File: config.mk
export PLATFORM = sky130hd
export DESIGN_NAME = crc3_tx_framer
export DESIGN_NICKNAME = d
export VERILOG_FILES = /design/src/rtl/crc3_pkg.sv /design/src/rtl/crc3_lfsr.sv /design/src/rtl/crc3_tx_framer.sv
export SDC_FILE = /design/constraint.sdc
export NUM_CORES = 1
export LEC_CHECK = 0
export CORE_UTILIZATION = 50
export DETAILED_ROUTE_END_ITERATION = 6
export PLACE_DENSITY = 0.88
export RECOVER_POWER = 100
export SYNTH_ARGS = -nofsm -noshare
export SYNTH_HDL_FRONTEND = slang
export SYNTH_SLANG_ARGS = --single-unit
File: constraint.sdc
create_clock -name clk -period 2.01 [get_ports clk]
set_input_delay 0.402 -clock clk [delete_from_list [all_inputs] [get_ports clk]]
set_output_delay 0.402 -clock clk [all_outputs]
set_load 0.01 [all_outputs]
File: src/rtl/crc3_pkg.sv
// rtl/crc3_pkg.sv - shared CRC-3 constants, FSM state type and one-bit CRC step
package crc3_pkg;
  localparam int          CRC_W    = 3;
  localparam logic [3:0]  CRC_POLY = 4'b1011;

  typedef enum logic [1:0] {IDLE, DATA, CRC} state_t;

  // Serial division step for G = x^3 + x + 1: shift, then fold the low poly terms back in on feedback.
  function automatic logic [CRC_W-1:0] crc3_step(input logic [CRC_W-1:0] crc, input logic din);
    logic fb;
    fb = din ^ crc[CRC_W-1];
    return {crc[CRC_W-2:0], 1'b0} ^ (fb ? CRC_POLY[CRC_W-1:0] : '0);
  endfunction
endpackage

File: src/rtl/crc3_lfsr.sv
// rtl/crc3_lfsr.sv - 3-bit CRC register: clear, absorb a message bit, or shift the remainder out
module crc3_lfsr
  import crc3_pkg::*;
(
  input  logic             clk,
  input  logic             clrn,
  input  logic             clr,
  input  logic             step,
  input  logic             din,
  input  logic             shift_out,
  output logic [CRC_W-1:0] crc
);

  always_ff @(posedge clk or negedge clrn) begin
    if (!clrn)          crc <= '0;
    else if (clr)       crc <= '0;
    else if (step)      crc <= crc3_step(crc, din);
    else if (shift_out) crc <= {crc[CRC_W-2:0], 1'b0};
  end

endmodule

File: src/rtl/crc3_tx_framer.sv
// rtl/crc3_tx_framer.sv - serializes a message word MSB first and appends its CRC-3 remainder
// Optional back-to-back framing (no IDLE gap) under CRC3_TX_BACK2BACK_EN.
module crc3_tx_framer
  import crc3_pkg::*;
#(
  parameter int MSG_W = 8
) (
  input  logic             clk,
  input  logic             clrn,
  input  logic [MSG_W-1:0] msg_data,
  input  logic             msg_valid,
  output logic             msg_ready,
  output logic             tx_bit,
  output logic             tx_valid,
  input  logic             tx_ready,
  output logic             tx_sof,
  output logic             tx_eof
);

  // Counter must hold both MSG_W-1 and the CRC reload value 2.
  localparam int               CNT_W    = (MSG_W > 4) ? $clog2(MSG_W) : 2;
  localparam logic [CNT_W-1:0] CNT_LAST = CNT_W'(MSG_W - 1);
  localparam logic [CNT_W-1:0] CNT_CRC  = CNT_W'(CRC_W - 1);

  state_t           state, state_nxt;
  logic [MSG_W-1:0] shift;
  logic [CNT_W-1:0] cnt;
  logic [CRC_W-1:0] crc;
  logic             beat, accept, cnt_zero;

  assign beat     = tx_valid & tx_ready;
  assign accept   = msg_valid & msg_ready;
  assign cnt_zero = (cnt == '0);

  always_ff @(posedge clk or negedge clrn) begin
    if (!clrn) state <= IDLE;
    else       state <= state_nxt;
  end

  always_comb begin
    state_nxt = state;
    case (state)
      IDLE:    if (accept) state_nxt = DATA;
      DATA:    if (beat && cnt_zero) state_nxt = CRC;
      CRC:     if (beat && cnt_zero) state_nxt = accept ? DATA : IDLE;
      default: state_nxt = IDLE;
    endcase
  end

  always_comb begin
    msg_ready = 1'b0;
    tx_valid  = 1'b0;
    tx_bit    = 1'b0;
    tx_sof    = 1'b0;
    tx_eof    = 1'b0;
    case (state)
      IDLE: msg_ready = 1'b1;
      DATA: begin
        tx_valid = 1'b1;
        tx_bit   = shift[MSG_W-1];
        tx_sof   = (cnt == CNT_LAST);
      end
      CRC: begin
        tx_valid = 1'b1;
        tx_bit   = crc[CRC_W-1];
        tx_eof   = cnt_zero;
`ifdef CRC3_TX_BACK2BACK_EN
        msg_ready = cnt_zero & tx_ready;
`else
        msg_ready = 1'b0;
`endif
      end
      default: ;
    endcase
  end

  always_ff @(posedge clk or negedge clrn) begin
    if (!clrn) begin
      shift <= '0;
      cnt   <= '0;
    end else if (accept) begin
      shift <= msg_data;
      cnt   <= CNT_LAST;
    end else if (beat) begin
      if (state == DATA) begin
        shift <= {shift[MSG_W-2:0], 1'b0};
        cnt   <= cnt_zero ? CNT_CRC : cnt - 1'b1;
      end else begin
        cnt   <= cnt_zero ? '0 : cnt - 1'b1;
      end
    end
  end

  crc3_lfsr u_lfsr (
    .clk       (clk),
    .clrn      (clrn),
    .clr       (accept),
    .step      (beat && (state == DATA)),
    .din       (tx_bit),
    .shift_out (beat && (state == CRC)),
    .crc       (crc)
  );

endmodule

==> results of run 1 <==
==> critical path: stages, from the launching register on <==
cell	delay, ps
dfrtp_1	400
buf_4	160
ha_4	170
a22oi_1	170
nor2b_1	60
dlygate4sd2_1	280
==> power breakdown <==
part / internal [mW] / total, mW / switching, mW
logic: 0.492 / 0.989 / 0.497
clock network: 0.0695 / 0.165 / 0.0955
registers: 0.462 / 0.562 / 0.0999
==> metal layers <==
layer | wire length [um] | track usage | vias to the layer above
met2 | 933 | 0.3647 | 27
li1 | - | - | 367
met4 | 13 | 0.09697 | 0
met3 | 83 | 0.04800 | 2
met5 | 0 | 0 | -
met1 | 789 | 0.2699 | 350
==> metrics by stage <==
step | hold WS, ps | setup slack [ps]
3_3_place_gp | 463.0 | 127.7
4_1_cts | 439.7 | 48.08
5_1_grt | 533.3 | 7.691
2_1_floorplan | 106.4 | 288.6
6_report | 487.2 | 84.57
3_5_place_dp | 476.4 | 96.64
==> kinds of logic (layout without fill, tap and decap cells) <==
group | count (synthesis) | after routing | synth area share
AOI/OAI and AO/OA | 24 | 24 | 0.1798
and+or+nand+nor | 23 | 23 | 0.1185
buffers and inverters | 9 | 36 | 0.04631
DFF | 16 | 16 | 0.4360
adders and majority gates | 8 | 8 | 0.1090
xor gates and xnor gates | 1 | 1 | 0.009539
muxes | 9 | 9 | 0.1008
==> final cells by class <==
type                            count  area [um^2]
Clock buffer                        3        22.52
Sequential cell                    16        400.4
Tap cell                           25        31.28
Fill cell                         143        504.2
Inverter                            6        22.52
Timing Repair Buffer               27        241.5
Multi-Input combinational cell     65        504.2
==> sequential cells by signal, summed over array words and instances (netlist names) <==
| register | flops |
|---|---|
| cnt | 3 |
| shift | 8 |
| state | 2 |
| u_lfsr.crc | 3 |
==> cell usage after synthesis (all sizes together) <==
library cell  number
o211ai             1
dfrtp             16
a22o               1
o2111ai            1
and2               2
buf                3
nor2b              3
a31oi              1
o31ai              3
mux2i              7
o21ai             10
nand2             14
nand3              1
mux2               2
nor2               1
ha                 8
nor3b              1
a21o               1
a21oi              4
xor2               1
a22oi              1
o32ai              1
and3               1
inv                6
==> timing repair <==
action | CTS | global route
hold buffers | 0 | 0
pin swaps | 0 | 0
setup endpoints to repair | 4 | 1
resized for setup | 11 | 1
buffers inserted | 4 | 0
==> worst max-delay path by stage <==
stage / start / end
after floorplan: state[0]$_DFFE_PN0P_ / state[0]$_DFFE_PN0P_
after global placement: cnt[0]$_DFFE_PN0P_ / tx_eof
after detailed placement: state[1]$_DFFE_PN0P_ / tx_bit
after CTS: state[1]$_DFFE_PN0P_ / tx_valid
after global routing: state[0]$_DFFE_PN0P_ / tx_bit
final: state[0]$_DFFE_PN0P_ / tx_bit
==> impl_metrics.env, run 1 <==
export IMPL_cp_required_ps=1610
export IMPL_worst_pin_slew_ps=863.8
export IMPL_layout_drive_gt1_share=0.1709
export IMPL_finalCritPeriodShare=0.9579
export IMPL_rows=15
export IMPL_reg2reg_setup_slack_ps=170
export IMPL_slew_headroom=0.4242
export IMPL_crit_fanout=4
export IMPL_whs_endpoint="shift[4]$_DFFE_PN0P_"
export IMPL_grt_pass1_vias=743
export IMPL_fin_nets=139
export IMPL_end_kind="primary output"
export IMPL_dp_cells=135
export IMPL_die_area_mm2=0.002012
export IMPL_synth_top_area_cell="dfrtp_1"
export IMPL_first_iter_violations=10
export IMPL_drv_cap=0
export IMPL_start_kind="flip-flop"
export IMPL_die_h_um=44.86
export IMPL_synth_top_area_share=0.4360
export IMPL_clkSlewWorstSetupHoldPaths_ps=90
export IMPL_finalNonFillerCells=142
export IMPL_gp_congestion=0.8125
export IMPL_synth_seq_cells=16
export IMPL_cp_data_arrival_time_ps=1520
export IMPL_synth_area_um2=918.4
export IMPL_drc_errors=0
export IMPL_ys_seq_area_frac=0.4360
export IMPL_fmax_ghz=0.5194
export IMPL_dr_total_vias=746
export IMPL_ys_top_cells_by_area="dfrtp_1, ha_1, mux2i_1"
export IMPL_diodes=0
export IMPL_vdd_drop_max_mv=0.7476
export IMPL_drv_slew=0
export IMPL_mostFrequentLayoutCell="dfrtp_1"
export IMPL_clkLatencyLatePin_ps=280
export IMPL_fin_area_mm2=0.001222
export IMPL_yosysWarnings=0
export IMPL_min_path_type="flip-flop to flip-flop"
export IMPL_grt_remaining_overflow=0
export IMPL_cts_root_buf="clkbuf_4"
export IMPL_vias_per_cell=5.254
export IMPL_total_power_mw=1.716
export IMPL_grt_pass1_wl_um=3125
export IMPL_avgSynthCellArea_um2=10.20
export IMPL_first_pass_iters=4
export IMPL_setup_violations_final=0
export IMPL_wl_per_cell_um=12.81
export IMPL_p_per_area_mw_per_mm2=1404
export IMPL_leakage_nw=0.5470
export IMPL_syn_inst=90
export IMPL_ys_types=28
export IMPL_area_delta_synth_final_pct=33.11
export IMPL_final_util=0.7080
export IMPL_io_buffer_count=16
export IMPL_antenna_left=0
export IMPL_grt_total_usage=0.2180
export IMPL_crit_type="flip-flop to primary output"
export IMPL_initial_utilization=0.5319
export IMPL_min_period_ps=1925
export IMPL_r2r_start="state[1]$_DFFE_PN0P_"
export IMPL_hpwl_um=1342
export IMPL_grt_start_max_net_pins=17
export IMPL_hold_violations=0
export IMPL_antenna_found_initial=0
export IMPL_skew_ps=4.970
export IMPL_final_cell_mix="dfrtp_1, nand2_1, clkdlybuf4s50_1"
export IMPL_cts_buffers=3
export IMPL_hp_start="shift[4]$_DFFE_PN0P_"
export IMPL_io_pins=17
export IMPL_cts_tree="built"
export IMPL_rr_worst_depth=7
export IMPL_die_w_um=44.86
export IMPL_clockBufferDepth=2
export IMPL_core_mm2=0.001727
export IMPL_cts_sinks=16
export IMPL_r2r_end="state[0]$_DFFE_PN0P_"
export IMPL_tns_ps=0
export IMPL_rsz0062_at_grt="false"
export IMPL_placed_area_mm2=0.001155
export IMPL_wirelength_um=1819
export IMPL_status="complete, no violations"
export IMPL_syn_num_nets=110
export IMPL_htree_levels=1
export IMPL_hold_depth=2
Power figures use the tool's default switching activity.
==> run 2: changes to the inputs <==
--- a/config.mk
+++ b/config.mk
@@ -6,6 +6,7 @@
 export NUM_CORES = 1
 export LEC_CHECK = 0
 export CORE_UTILIZATION = 50
+export CTS_CLUSTER_DIAMETER = 50
 export DETAILED_ROUTE_END_ITERATION = 6
 export PLACE_DENSITY = 0.88
 export RECOVER_POWER = 100
==> results of run 2 <==
Final layout, timing and power as in run 1 (identical DEF).
==> run 3: changes to the inputs <==
==> constraint.sdc (replaced) <==
create_clock -name clk -period 2.2 [get_ports clk]
set_input_delay 0.44 -clock clk [delete_from_list [all_inputs] [get_ports clk]]
set_output_delay 0.44 -clock clk [all_outputs]
set_load 0.01 [all_outputs]
==> run 3 against run 2 <==
Effect of this change:
- core utilization fell by 2.2 points
- non-clock buffer count decreased by 5
- sequential cell count is the same
- via count decreased by 3.1%
- worst hold slack better by 20 ps
- final area down 3.1%
- total power is 8.4% lower
- critical endpoint is now msg_ready
==> impl_metrics.env, run 3 (synthesized netlist as in run 1, its figures left out) <==
export IMPL_wl_met2_um=1057
export IMPL_grt_pass1_vias=787
export IMPL_pwr_share_clk=0.124
export IMPL_end_kind="primary output"
export IMPL_cts_tree="built"
export IMPL_rr_worst_depth=6
export IMPL_top_regs="shift x8, cnt x3, u_lfsr.crc x3"
export IMPL_slew_headroom=0.7084
export IMPL_whs_endpoint="u_lfsr.crc[1]$_DFFE_PN0P_"
export IMPL_tns_ps=0
export IMPL_grt_start_max_net_pins=16
export IMPL_grt_pass1_wl_um=3429
export IMPL_dr_wl_met3_um=60
export IMPL_gp_congestion=0.8291
export IMPL_leakage_nw=0.5522
export IMPL_setup_violations_final=0
export IMPL_die_area_mm2=0.002012
export IMPL_place_ws_ps=113.5
export IMPL_io_pins=17
export IMPL_antenna_found_initial=0
export IMPL_drv_slew=0
export IMPL_die_w_um=44.86
export IMPL_r2r_start="state[0]$_DFFE_PN0P_"
export IMPL_rows=15
export IMPL_hold_buffers=0
export IMPL_drv_cap=0
export IMPL_min_path_type="flip-flop to flip-flop"
export IMPL_clkSlewWorstSetupHoldPaths_ps=90
export IMPL_hp_start="u_lfsr.crc[1]$_DFFE_PN0P_"
export IMPL_drc_errors=0
export IMPL_final_cell_mix="dfrtp_1, nand2_1, clkdlybuf4s50_1"
export IMPL_dr_total_vias=723
export IMPL_start_kind="flip-flop"
export IMPL_worst_pin_slew_ps=436.0
export IMPL_status="complete, no violations"
export IMPL_hold_violations=0
export IMPL_grt_remaining_overflow=0
export IMPL_largest_reg_flops=8
export IMPL_topRoutingLayerUsed="met4"
export IMPL_first_pass_iters=1
export IMPL_io_buffer_count=16
export IMPL_clkLatencyLatePin_ps=290
export IMPL_finalNonFillerCells=138
export IMPL_core_mm2=0.001727
export IMPL_hold_depth=2
export IMPL_finalCritPeriodShare=0.9456
export IMPL_skew_ps=1.642
export IMPL_layout_drive_gt1_share=0.1327
export IMPL_grt_total_usage=0.2384
export IMPL_wirelength_um=1949
export IMPL_fin_ws_ps=119.7
export IMPL_holdWs_ps=507.1
export IMPL_cp_data_arrival_time_ps=1640
export IMPL_diodes=0
export IMPL_wl_per_cell_um=14.12
export IMPL_first_iter_violations=0
export IMPL_hpwl_um=1397
export IMPL_antenna_left=0
export IMPL_cp_required_ps=1760
export IMPL_die_h_um=44.86
export IMPL_dp_cells=131
export IMPL_clockBufferDepth=2
export IMPL_swShare=0.4056
export IMPL_final_util=0.6862
export IMPL_vdd_drop_max_mv=0.8053
export IMPL_reg2reg_setup_slack_ps=350
export IMPL_vias_per_cell=5.239
export IMPL_fmax_ghz=0.4807
export IMPL_mostFrequentLayoutCell="dfrtp_1"
export IMPL_seq_power_share=0.334
export IMPL_regMostFlops="shift"
export IMPL_cts_buffers=3
export IMPL_cts_root_buf="clkbuf_4"
export IMPL_crit_type="flip-flop to primary output"
export IMPL_area_delta_synth_final_pct=29.02
export IMPL_p_comb_frac=0.542
export IMPL_p_per_area_mw_per_mm2=1327
export IMPL_rsz0062_at_grt="false"
export IMPL_crit_fanout=4
export IMPL_cts_sinks=16
export IMPL_internal_power_mw=0.9347
export IMPL_p_sw_mw=0.6377
export IMPL_r2r_end="state[0]$_DFFE_PN0P_"
export IMPL_wl_met1_um=784
export IMPL_min_period_ps=2080
export IMPL_fin_nets=134
export IMPL_htree_levels=1
export IMPL_initial_utilization=0.5319
run 3: cell types whose count changed in the layout (fill, tap and decap cells not counted), sizes merged:
cell,delta
dlygate4sd2,-2
dlymetal6s2s,+2
clkdlybuf4s25,-1
buf,-5
clkbuf,+1
dlygate4sd3,+1
run 3: how the worst max path moves through the flow:
stage                     cells after the start                 start  slack, ps                    to
after detailed placement                      5    cnt[0]$_DFFE_PN0P_        110                tx_eof
after global placement                        5    cnt[0]$_DFFE_PN0P_        150                tx_eof
after floorplan                               6  state[0]$_DFFE_PN0P_        480  state[0]$_DFFE_PN0P_
after global routing                          3  state[1]$_DFFE_PN0P_         80             msg_ready
after CTS                                     4  state[0]$_DFFE_PN0P_          1                tx_bit
final                                         3  state[0]$_DFFE_PN0P_        120             msg_ready
run 3: what timing repair did:
action | 4_1_cts | 5_1_grt
buffers inserted | 3 | 0
pin swaps | 0 | 1
endpoints found under the setup margin | 4 | 2
gates resized for setup | 13 | 2
run 3: through the flow:
stage	cell area [um^2]	power, mW
2_1_floorplan	918.4	1.058
3_3_place_gp	1112	1.251
3_5_place_dp	1112	1.304
4_1_cts	1219	1.635
5_1_grt	1185	1.701
6_report	1185	1.572
run 3: critical path, stage by stage, from the launching register on:
cell and delay [ps]:
dfrtp_2 450, inv_2 100, ha_4 160, dlygate4sd3_1 640
run 3: cell type report:
cell class / instances / area, um^2
inverter: 6 / 22.52
sequential: 16 / 401.6
tap: 25 / 31.28
clock buffer: 4 / 36.28
fill: 157 / 541.8
multi-input combinational: 65 / 494.2
timing repair buffer: 22 / 198.9
run 3: power by group through the flow:
stage	clock network, mW	logic (mW)	registers (mW)
2_1_floorplan	0	0.561	0.497
3_3_place_gp	0	0.737	0.514
3_5_place_dp	0	0.779	0.526
4_1_cts	0.197	0.912	0.525
5_1_grt	0.209	0.951	0.541
6_report	0.195	0.853	0.525
run 3: routing by layer:
| metal | GRT usage | vias to the layer above |
|---|---|---|
| li1 | - | 357 |
| met1 | 0.2824 | 340 |
| met2 | 0.4353 | 19 |
| met3 | 0.02400 | 7 |
| met4 | 0.1030 | 0 |
| met5 | 0 | - |
